`src/rtl/stack_pkg.sv`:
```
// rtl/stack_pkg.sv - operation decode enum and sizing helpers for lifo_stack
package stack_pkg;

    typedef enum logic [2:0] {
        OP_NONE    = 3'd0,
        OP_PUSH    = 3'd1,
        OP_POP     = 3'd2,
        OP_TOS     = 3'd3,
        OP_REPLACE = 3'd4,
        OP_BYPASS  = 3'd5
    } stack_op_e;

    // Occupancy needs to represent 0..depth inclusive
    function automatic int count_width(input int depth);
        return $clog2(depth + 1);
    endfunction

    // Entry index 0..depth-1, never narrower than one bit
    function automatic int addr_width(input int depth);
        return (depth > 1) ? $clog2(depth) : 1;
    endfunction

endpackage

```
`src/rtl/stack_mem.sv`:
```
// rtl/stack_mem.sv - DEPTH x WIDTH register file, one sync write port, one async read port
module stack_mem
    import stack_pkg::*;
#(
    parameter int WIDTH = 8,
    parameter int DEPTH = 32
) (
    input  logic                         clk,
    input  logic                         we,
    input  logic [addr_width(DEPTH)-1:0] wr_addr,
    input  logic [WIDTH-1:0]             wr_data,
    input  logic [addr_width(DEPTH)-1:0] rd_addr,
    output logic [WIDTH-1:0]             rd_data
);

    logic [WIDTH-1:0] mem [DEPTH];

    // Storage is deliberately not reset; occupancy alone defines valid entries
    always_ff @(posedge clk) begin
        if (we) begin
            mem[wr_addr] <= wr_data;
        end
    end

    assign rd_data = mem[rd_addr];

endmodule

```
`src/rtl/lifo_stack.sv`:
```
// rtl/lifo_stack.sv - parametrised LIFO stack; define STACK_ERR_EN for sticky ovf/unf flags with err_clr
module lifo_stack
    import stack_pkg::*;
#(
    parameter int WIDTH = 8,
    parameter int DEPTH = 32
) (
    input  logic                          clk,
    input  logic                          rst,
    input  logic [WIDTH-1:0]              din,
    input  logic                          push,
    input  logic                          pop,
    input  logic                          tos,
`ifdef STACK_ERR_EN
    input  logic                          err_clr,
    output logic                          ovf,
    output logic                          unf,
`endif
    output logic [WIDTH-1:0]              dout,
    output logic                          dout_valid,
    output logic [count_width(DEPTH)-1:0] count,
    output logic                          empty,
    output logic                          full
);

    localparam int CW = count_width(DEPTH);
    localparam int AW = addr_width(DEPTH);
    localparam logic [CW-1:0] DEPTH_C = CW'(DEPTH);
    localparam logic [CW-1:0] ONE_C   = CW'(1);

    stack_op_e        op;
    logic [CW-1:0]    count_nxt;
    logic             rd_en;
    logic             rd_from_din;
    logic             mem_we;
    logic [AW-1:0]    mem_waddr;
    logic [AW-1:0]    top_addr;
    logic [WIDTH-1:0] top_data;
    logic             ovf_evt;
    logic             unf_evt;

    assign empty    = (count == '0);
    assign full     = (count == DEPTH_C);
    assign top_addr = AW'(count - ONE_C);

    stack_mem #(
        .WIDTH (WIDTH),
        .DEPTH (DEPTH)
    ) u_mem (
        .clk     (clk),
        .we      (mem_we),
        .wr_addr (mem_waddr),
        .wr_data (din),
        .rd_addr (top_addr),
        .rd_data (top_data)
    );

    // Decode request lines into one operation; pop outranks tos
    always_comb begin
        op = OP_NONE;
        if (push && pop) begin
            op = empty ? OP_BYPASS : OP_REPLACE;
        end else if (pop) begin
            op = OP_POP;
        end else if (push) begin
            op = OP_PUSH;
        end else if (tos) begin
            op = OP_TOS;
        end
    end

    // Per-operation effects; a push may carry a tos that reads the pre-push top
    always_comb begin
        count_nxt   = count;
        rd_en       = 1'b0;
        rd_from_din = 1'b0;
        mem_we      = 1'b0;
        mem_waddr   = top_addr;
        ovf_evt     = 1'b0;
        unf_evt     = 1'b0;
        case (op)
            OP_PUSH: begin
                if (full) begin
                    ovf_evt = 1'b1;
                end else begin
                    mem_we    = 1'b1;
                    mem_waddr = AW'(count);
                    count_nxt = count + ONE_C;
                end
                if (tos) begin
                    if (empty) begin
                        unf_evt = 1'b1;
                    end else begin
                        rd_en = 1'b1;
                    end
                end
            end
            OP_POP: begin
                if (empty) begin
                    unf_evt = 1'b1;
                end else begin
                    rd_en     = 1'b1;
                    count_nxt = count - ONE_C;
                end
            end
            OP_TOS: begin
                if (empty) begin
                    unf_evt = 1'b1;
                end else begin
                    rd_en = 1'b1;
                end
            end
            OP_REPLACE: begin
                rd_en  = 1'b1;
                mem_we = 1'b1;
            end
            OP_BYPASS: begin
                rd_en       = 1'b1;
                rd_from_din = 1'b1;
            end
            default: begin
                count_nxt = count;
            end
        endcase
    end

    // Occupancy and registered read data; dout holds until the next successful read
    always_ff @(posedge clk or negedge rst) begin
        if (!rst) begin
            count      <= '0;
            dout       <= '0;
            dout_valid <= 1'b0;
        end else begin
            count      <= count_nxt;
            dout_valid <= rd_en;
            if (rd_en) begin
                dout <= rd_from_din ? din : top_data;
            end
        end
    end

`ifdef STACK_ERR_EN
    // Sticky error flags; a new event in the same cycle as err_clr keeps the flag set
    always_ff @(posedge clk or negedge rst) begin
        if (!rst) begin
            ovf <= 1'b0;
            unf <= 1'b0;
        end else begin
            if (ovf_evt) begin
                ovf <= 1'b1;
            end else if (err_clr) begin
                ovf <= 1'b0;
            end
            if (unf_evt) begin
                unf <= 1'b1;
            end else if (err_clr) begin
                unf <= 1'b0;
            end
        end
    end
`else
    logic unused_evt;
    assign unused_evt = ovf_evt | unf_evt;
`endif

endmodule

```
`config.mk`:
```
export PLATFORM = sky130hd
export DESIGN_NAME = lifo_stack
export DESIGN_NICKNAME = d
export VERILOG_FILES = /design/src/rtl/stack_pkg.sv /design/src/rtl/stack_mem.sv /design/src/rtl/lifo_stack.sv
export SDC_FILE = /design/constraint.sdc
export NUM_CORES = 1
export LEC_CHECK = 0
export CORE_MARGIN = 2
export CORE_UTILIZATION = 38
export CTS_CLUSTER_DIAMETER = 120
export CTS_CLUSTER_SIZE = 40
export DETAILED_ROUTE_END_ITERATION = 8
export SYNTH_ARGS = -nofsm -noshare
export SYNTH_HDL_FRONTEND = slang
export SYNTH_SLANG_ARGS = --single-unit
```
`constraint.sdc`:
```
create_clock -name clk -period 3.4 [get_ports clk]
set_input_delay 0.68 -clock clk [delete_from_list [all_inputs] [get_ports clk]]
set_output_delay 0.68 -clock clk [all_outputs]
set_load 0.02 [all_outputs]
```
==> metrics.md, run 1 <==
| Metric | Value |
|---|---|
| Hold_buf cts | `0` |
| Reg-to-reg critical path endpoint | `u_mem.mem[18][7]` |
| DRT Pass-1 Iters | `4` |
| Fin cells | `1067` |
| RSZ-0062 raised after global routing | `false` |
| Final net count | `695` |
| First DRT Iteration DRCs | `530` |
| Clock power frac | `0.149` |
| Yosys Warn Count | `0` |
| Hold Path End | `dout[0]` |
| Clock latency on the worst-skew pair | `0.50 ns` |
| Hold Crit Depth | `2` |
| Number of buffers added on ports | `29` |
| Crit Path Max Fanout | `10` |
| Family with the most delay on the worst path | `buffers and inverters` |
| Gr usage total | `0.1641` |
| Kind of critical path | `register to output port` |
| Sequential fraction of the synthesis area | `0.7215` |
| Initial cell density of the core | `0.3873` |
| Slew HR | `0.3119` |
| Number of synthesized flops with an enable pin | `256` |
| Hpwl dp | `16660 um` |
| GRT overflow | `0` |
| Slew @ Worst Pin | `1.029 ns` |
| Vias | `5877` |
| Syn Nets | `624` |
| Power share of the combinational group | `0.439` |
| Crit path largest cell delay | `0.61 ns` |
| Final Hold Vio Count | `0` |
| Worst slack at placement | `0.1689 ns` |
| Ys flop type | `edfxtp_1` |
| Pleak | `0.004013 uW` |
| Sink Count | `271` |
| DR DRC count | `0` |
| Mapped Cells | `609` |
| Worst Path Buf+Inv | `3` |
| Slowest cell on crit path | `clkdlybuf4s50_1` |
| DRT Wirelength | `24800 um` |
| H-tree levels | `1` |
| Final worst setup slack | `0.2216 ns` |
| Max Buffers Root-to-Sink | `3` |
| Vias in the first global route | `6067` |
| Die Ht | `175.5 um` |
| Netlist cell types | `59` |
| Startpoint Class | `register` |
| Root Driver | `clkbuf_16` |
| Sw frac | `0.3635` |
| Die area | `0.03080 mm^2` |
| Clock skew | `0.01991 ns` |
| Reg-to-reg critical path startpoint | `count[0]` |
| Register area | `0.008066 mm^2` |
| Routability cong. | `0.8658` |
| R2r worst-path depth | `9` |
| Power, Total | `10300 uW` |
| Io pins | `30` |
| CTS buffer count | `10` |
| Max-cap viol count | `0` |
| FILL cells | `2527` |
| Reg-to-reg setup timing slack | `0.26 ns` |
| Data arrival time of the critical path | `2.50 ns` |
| Rows | `62` |
| Global-route wire length before repair | `37990 um` |
| Tmin final | `3.178 ns` |
| Critical Path RT | `2.72 ns` |
| Peak supply drop | `0.3794 mV` |
| Routed len/inst | `23.24 um` |
| Power Density | `820.5 mW/mm^2` |
| Min-delay worst type | `register to register` |
| Setup TNS | `0 ns` |
| Status | `finished, final reports clean` |
| Initial antenna violation count | `0` |
| CTS tree | `yes` |
| Cell Chain, Critical Path | `inv_2 > ha_2 > nor4b_4 > nand2_1 > clkinv_1 > clkdlybuf4s50_1` |
| Internal power | `6556 uW` |
| Pin count of the biggest net entering global routing | `71` |
| Core ar. | `0.02886 mm^2` |
| Sequential group share of total power | `0.412` |
| Via/cell ratio | `5.508` |
| Synthesis-to-finish area growth | `12.33%` |
| FMAX | `314.6 MHz` |
| FF+latch count, synth | `271` |
| Average size of a mapped cell | `18.35 um^2` |
| Die Width | `175.5 um` |
| Reg clk slew, reported paths | `0.14 ns` |
| Critical path endpoint category | `output port` |
| Placed Instances | `1050` |
| Area of the multi-input gates | `0.002924 mm^2` |
| Hold slack | `0.5444 ns` |
| Post-route ant nets | `0` |
| Tcrit/Tclk final | `0.9348` |
| Sw power | `3744 uW` |
| Hold_sp | `dout[0]` |
| Final Setup Violations | `0` |
| Post-Syn Area | `0.01118 mm^2` |
| Max-slew violation count | `0` |
| Layout cells sized above 1 | `0.2273` |
| Async S/R FF share, synth | `0.05535` |
## Yosys cell counts, types with 2 or more instances
| cell | number | area (um^2) |
|---|---|---|
| buf_6 | 5 | 56.30 |
| xnor2_1 | 4 | 35.03 |
| dfrtp_1 | 15 | 375.4 |
| inv_1 | 4 | 15.01 |
| or4b_1 | 2 | 20.02 |
| a21oi_1 | 10 | 50.05 |
| nand4_1 | 2 | 12.51 |
| nor2_1 | 39 | 146.4 |
| o21ai_1 | 6 | 30.03 |
| buf_2 | 12 | 60.06 |
| a2111oi_0 | 2 | 17.52 |
| o22ai_1 | 6 | 37.54 |
| mux2i_1 | 16 | 160.2 |
| nand2_1 | 50 | 187.7 |
| nand2b_1 | 10 | 62.56 |
| a31oi_1 | 2 | 12.51 |
| nor2b_1 | 4 | 25.02 |
| mux4_2 | 64 | 1441 |
| xor2_1 | 3 | 26.28 |
| ha_1 | 2 | 25.02 |
| a21oi_2 | 2 | 17.52 |
| or2_1 | 3 | 18.77 |
| a32o_1 | 2 | 20.02 |
| edfxtp_1 | 256 | 7687 |
| buf_1 | 4 | 15.01 |
| nand3_1 | 13 | 65.06 |
| o21ai_0 | 18 | 90.09 |
| a22oi_1 | 3 | 22.52 |
| clkbuf_1 | 7 | 26.28 |
| buf_4 | 2 | 15.01 |
| nor3_1 | 2 | 10.01 |
| o32ai_2 | 2 | 32.53 |
| inv_2 | 3 | 11.26 |
| o2111ai_1 | 9 | 78.83 |
## sequential cells by signal, summed over array words and instances, names as in the netlist
name,flops
u_mem.mem,256
dout_valid,1
count,6
dout,8
## how the worst max path moves through the flow
stage	cells after the start	end	startpoint	slack [ns]
after detailed placement	6	u_mem.mem[18][7]	pop	0.17
after global placement	7	u_mem.mem[24][0]	pop	0.21
final	6	full	count[0]	0.22
after floorplan	11	u_mem.mem[25][0]	count[0]	0.16
after CTS	6	empty	count[0]	0.06
after global routing	9	u_mem.mem[18][7]	count[0]	0.06
## layout make-up
class,instances,share of cell area
clock buffer,13,0.02253
antenna,1,0.0001993
clock inverter,1,0.0008970
timing repair buffer,89,0.06020
tap,384,0.03827
sequential,271,0.6426
multi-input combinational,300,0.2329
inverter,8,0.002392
## through the flow
step | area (um^2) | util
4_1_cts | 12540 | 0.4346
5_1_grt | 12550 | 0.4349
6_report | 12550 | 0.4350
3_5_place_dp | 12240 | 0.4241
3_3_place_gp | 12240 | 0.4241
2_1_floorplan | 11180 | -
## cells by family (layout without fill, tap and decap cells)
family	Yosys count	in the layout	share of synthesized area
flip-flops	271	271	0.7215
AND/OR/NAND/NOR	133	133	0.05609
multiplexers	80	80	0.1433
AO/OA/AOI/OAI	77	77	0.05184
buffers and inverters	38	111	0.01814
XOR/XNOR	8	8	0.006942
adder cells (fa/ha/maj)	2	2	0.002239
other	0	1	0
## power groups by stage
stage	registers [uW]	clock network [uW]	logic (uW)
6_report	4240	1530	4520
5_1_grt	4280	1680	4850
2_1_floorplan	4280	0	3070
3_5_place_dp	4320	0	4540
3_3_place_gp	4300	0	4490
4_1_cts	4250	1580	4550
## cells in the final DEF (no fill, tap or decap), types with 3 or more instances in the layout
master / count
clkbuf_16: 11
nand2b_1: 10
nand3_1: 13
o21ai_1: 6
buf_4: 59
nor2b_1: 4
inv_1: 4
a22oi_1: 3
o21ai_0: 18
nand2_1: 50
xnor2_1: 4
nor2_1: 39
o2111ai_1: 9
mux2i_1: 16
xor2_1: 3
dfrtp_1: 14
a21oi_1: 10
mux4_2: 64
clkdlybuf4s50_1: 28
o22ai_1: 6
or2_1: 3
inv_2: 3
edfxtp_1: 256
## repair_timing
item,CTS,global route
hold endpoints to repair,0,0
resized for setup,0,1
buffers inserted,1,1
endpoints found under the setup margin,2,2
cloned,0,0
## layer usage
layer,vias up,routed length (um),global-route usage,part of all wire
met5,-,0,0,0
met4,0,545,0.04408,0.022
met3,30,1320,0.02186,0.053
met2,191,11990,0.2671,0.48
met1,3076,10940,0.2349,0.44
li1,2580,-,-,-
## worst min-delay path: cells and delay by family (launching register included)
kind	cells	cell delay, ns
flip-flops	1	0.37
AO/OA/AOI/OAI	2	0.15
Power figures use the tool's default switching activity.
==> inputs of run 2 (changes only) <==
--- a/config.mk
+++ b/config.mk
@@ -5,7 +5,8 @@
 export SDC_FILE = /design/constraint.sdc
 export NUM_CORES = 1
 export LEC_CHECK = 0
-export CORE_MARGIN = 2
+export CAP_MARGIN = 0
+export CORE_MARGIN = 5
 export CORE_UTILIZATION = 38
 export CTS_CLUSTER_DIAMETER = 120
 export CTS_CLUSTER_SIZE = 40
==> metrics.md, run 2 (synthesis gave the netlist of run 1 again) <==
| Metric | Value |
|---|---|
| DR DRC count | `0 (unchanged)` |
| Startpoint Class | `register (unchanged)` |
| Vias in the first global route | `6042 (was 6067)` |
| Slowest cell on crit path | `clkdlybuf4s50_1 (unchanged)` |
| Antenna Cells | `0 (was 1)` |
| Reg clk slew, reported paths | `0.14 ns (about the same)` |
| Core ar. | `0.02886 mm^2 (unchanged)` |
| Kind of critical path | `register to output port (unchanged)` |
| Die Width | `181.5 um (was 175.5 um)` |
| Die area | `0.03294 mm^2 (was 0.03080 mm^2)` |
| CTS buffer count | `10 (unchanged)` |
| Synthesis-to-finish area growth | `11.96% (was 12.33%)` |
| Internal power | `6555 uW (was 6556 uW)` |
| Crit Path Max Fanout | `7 (was 10)` |
| Vias | `5816 (was 5877)` |
| Max-slew violation count | `0 (unchanged)` |
| Die Ht | `181.5 um (was 175.5 um)` |
| Clock skew | `0.02416 ns (was 0.01991 ns)` |
| Clock latency on the worst-skew pair | `0.49 ns (was 0.50 ns)` |
| Worst slack at placement | `0.3761 ns (was 0.1689 ns)` |
| Gr usage total | `0.1468 (was 0.1641)` |
| Hpwl dp | `16220 um (was 16660 um)` |
| Layout cells sized above 1 | `0.2189 (was 0.2273)` |
| Sw frac | `0.3630 (was 0.3635)` |
| GRT overflow | `0 (unchanged)` |
| Clock power frac | `0.150 (was 0.149)` |
| Peak supply drop | `0.4209 mV (was 0.3794 mV)` |
| Critical path endpoint category | `output port (unchanged)` |
| Pin count of the biggest net entering global routing | `79 (was 71)` |
| Largest regs | `u_mem.mem x256, dout x8, count x6 (unchanged)` |
| Rows | `62 (unchanged)` |
| Routability cong. | `0.8626 (was 0.8658)` |
| Initial antenna violation count | `0 (unchanged)` |
| Worst Path Buf+Inv | `3 (unchanged)` |
| Hold_buf cts | `0 (unchanged)` |
| Min-delay worst type | `register to register (unchanged)` |
| Routed len/inst | `23.17 um (was 23.24 um)` |
| Tcrit/Tclk final | `0.9490 (was 0.9348)` |
| Final worst setup slack | `0.1733 ns (was 0.2216 ns)` |
| Slew @ Worst Pin | `0.9418 ns (was 1.029 ns)` |
| Tmin final | `3.227 ns (was 3.178 ns)` |
| Max-cap viol count | `0 (unchanged)` |
| CTS tree | `yes (unchanged)` |
| Sw power | `3736 uW (was 3744 uW)` |
| Pleak | `0.003990 uW (was 0.004013 uW)` |
| DRT Pass-1 Iters | `5 (was 4)` |
| Io pins | `30 (unchanged)` |
| Final net count | `687 (was 695)` |
| DRT Wirelength | `24560 um (was 24800 um)` |
| Final Util | `0.4336 (was 0.4350)` |
| Setup TNS | `0 ns (unchanged)` |
| Number of buffers added on ports | `29 (unchanged)` |
| Max reg flops | `256 (unchanged)` |
| H-tree levels | `1 (unchanged)` |
| Data arrival time of the critical path | `2.55 ns (was 2.50 ns)` |
| Crit path largest cell delay | `0.61 ns (about the same)` |
| Largest Register | `u_mem.mem (unchanged)` |
| FMAX | `309.9 MHz (was 314.6 MHz)` |
| Root Driver | `clkbuf_16 (unchanged)` |
| Post-route ant nets | `0 (unchanged)` |
| Power Density | `822.5 mW/mm^2 (was 820.5 mW/mm^2)` |
| Commonest cells after routing, fill and taps aside | `256 x edfxtp_1, 64 x mux4_2, 50 x nand2_1, 50 x buf_4, 39 x nor2_1 (was 256 x edfxtp_1, 64 x mux4_2, 59 x buf_4)` |
| Slew HR | `0.3701 (was 0.3119)` |
| Global-route wire length before repair | `37230 um (was 37990 um)` |
| Family with the most delay on the worst path | `buffers and inverters (unchanged)` |
| Sequential group share of total power | `0.410 (was 0.412)` |
| Most common cell after layout, fill and taps aside | `edfxtp_1 (unchanged)` |
| Sink Count | `271 (unchanged)` |
| Cell Chain, Critical Path | `inv_2 > ha_2 > nor4b_4 > nand2_1 > clkinv_1 > clkdlybuf4s50_1 (unchanged)` |
| Status | `finished, final reports clean (unchanged)` |
| Final Hold Vio Count | `0 (unchanged)` |
| Critical Path RT | `2.72 ns (about the same)` |
| Max Buffers Root-to-Sink | `3 (unchanged)` |
| Via/cell ratio | `5.487 (was 5.508)` |
| Power share of the combinational group | `0.440 (was 0.439)` |
| Initial cell density of the core | `0.3873 (unchanged)` |
| First DRT Iteration DRCs | `546 (was 530)` |
| RSZ-0062 raised after global routing | `false (unchanged)` |
| Final Setup Violations | `0 (unchanged)` |
-- run 2: cell count changes in the layout (fill, tap and decap cells not counted), sizes merged --
cell,change
buf,-8
clkbuf,+2
diode,-1
-- run 2: stage by stage --
stage,cell area [um^2],std cells,power (uW),hold WS [ns]
3_5_place_dp,12200,1043,8846,0.5319
6_report,12510,1060,10290,0.5569
4_1_cts,12500,1059,10380,0.5633
5_1_grt,12510,1060,10830,0.5836
2_1_floorplan,11180,609,7353,0.3844
3_3_place_gp,12200,1043,8760,0.5121
-- run 2: cell type report --
type | count | area [um^2]
fillers | 2527 | 16350
repair buffers | 81 | 708.2
clock inverters | 1 | 11.26
multi-input cells | 300 | 2924
clock buffers | 15 | 290.3
flip-flops and latches | 271 | 8068
inverters | 8 | 30.03
well taps | 384 | 480.5
-- run 2: metal layers --
layer | vias up | share of wire | track usage
met5 | - | 0 | 0
met4 | 0 | 0.021 | 0.03482
met3 | 29 | 0.050 | 0.02041
met2 | 199 | 0.48 | 0.2393
met1 | 3019 | 0.45 | 0.2118
li1 | 2569 | - | -
-- run 2: worst reg2reg max path, cell delays in order (launching register included) --
cell	delay [ns]
dfrtp_4	0.52
inv_2	0.11
ha_2	0.19
buf_4	0.21
or4b_1	0.45
o2111ai_1	0.28
a2bb2oi_1	0.24
or2_1	0.38
nor2_1	0.08
buf_4	0.20
-- run 2: final timing paths --
check | from | cells past startpoint | end | slack (ns)
max reg2reg | count[0] | 9 | u_mem.mem[17][7] | 0.50
min in group asynchronous | rst | 1 | count[4] | 0.59
min | dout[5] | 2 | dout[5] | 0.56
max | count[0] | 6 | full | 0.17
max in group asynchronous | rst | 1 | count[0] | 2.27
min reg2reg | dout[5] | 2 | dout[5] | 0.56
-- run 2: repair_timing --
item / CTS / global route
resized for setup: 0 / 2
endpoints found under the setup margin: 0 / 2
buffers inserted: 0 / 1
-- run 2: power by group through the flow --
stage / registers (uW) / logic (uW) / clock network [uW]
after floorplan: 4280 / 3070 / 0
after global placement: 4280 / 4480 / 0
after detailed placement: 4290 / 4550 / 0
after CTS: 4220 / 4570 / 1580
after global routing: 4250 / 4860 / 1710
final: 4220 / 4530 / 1540
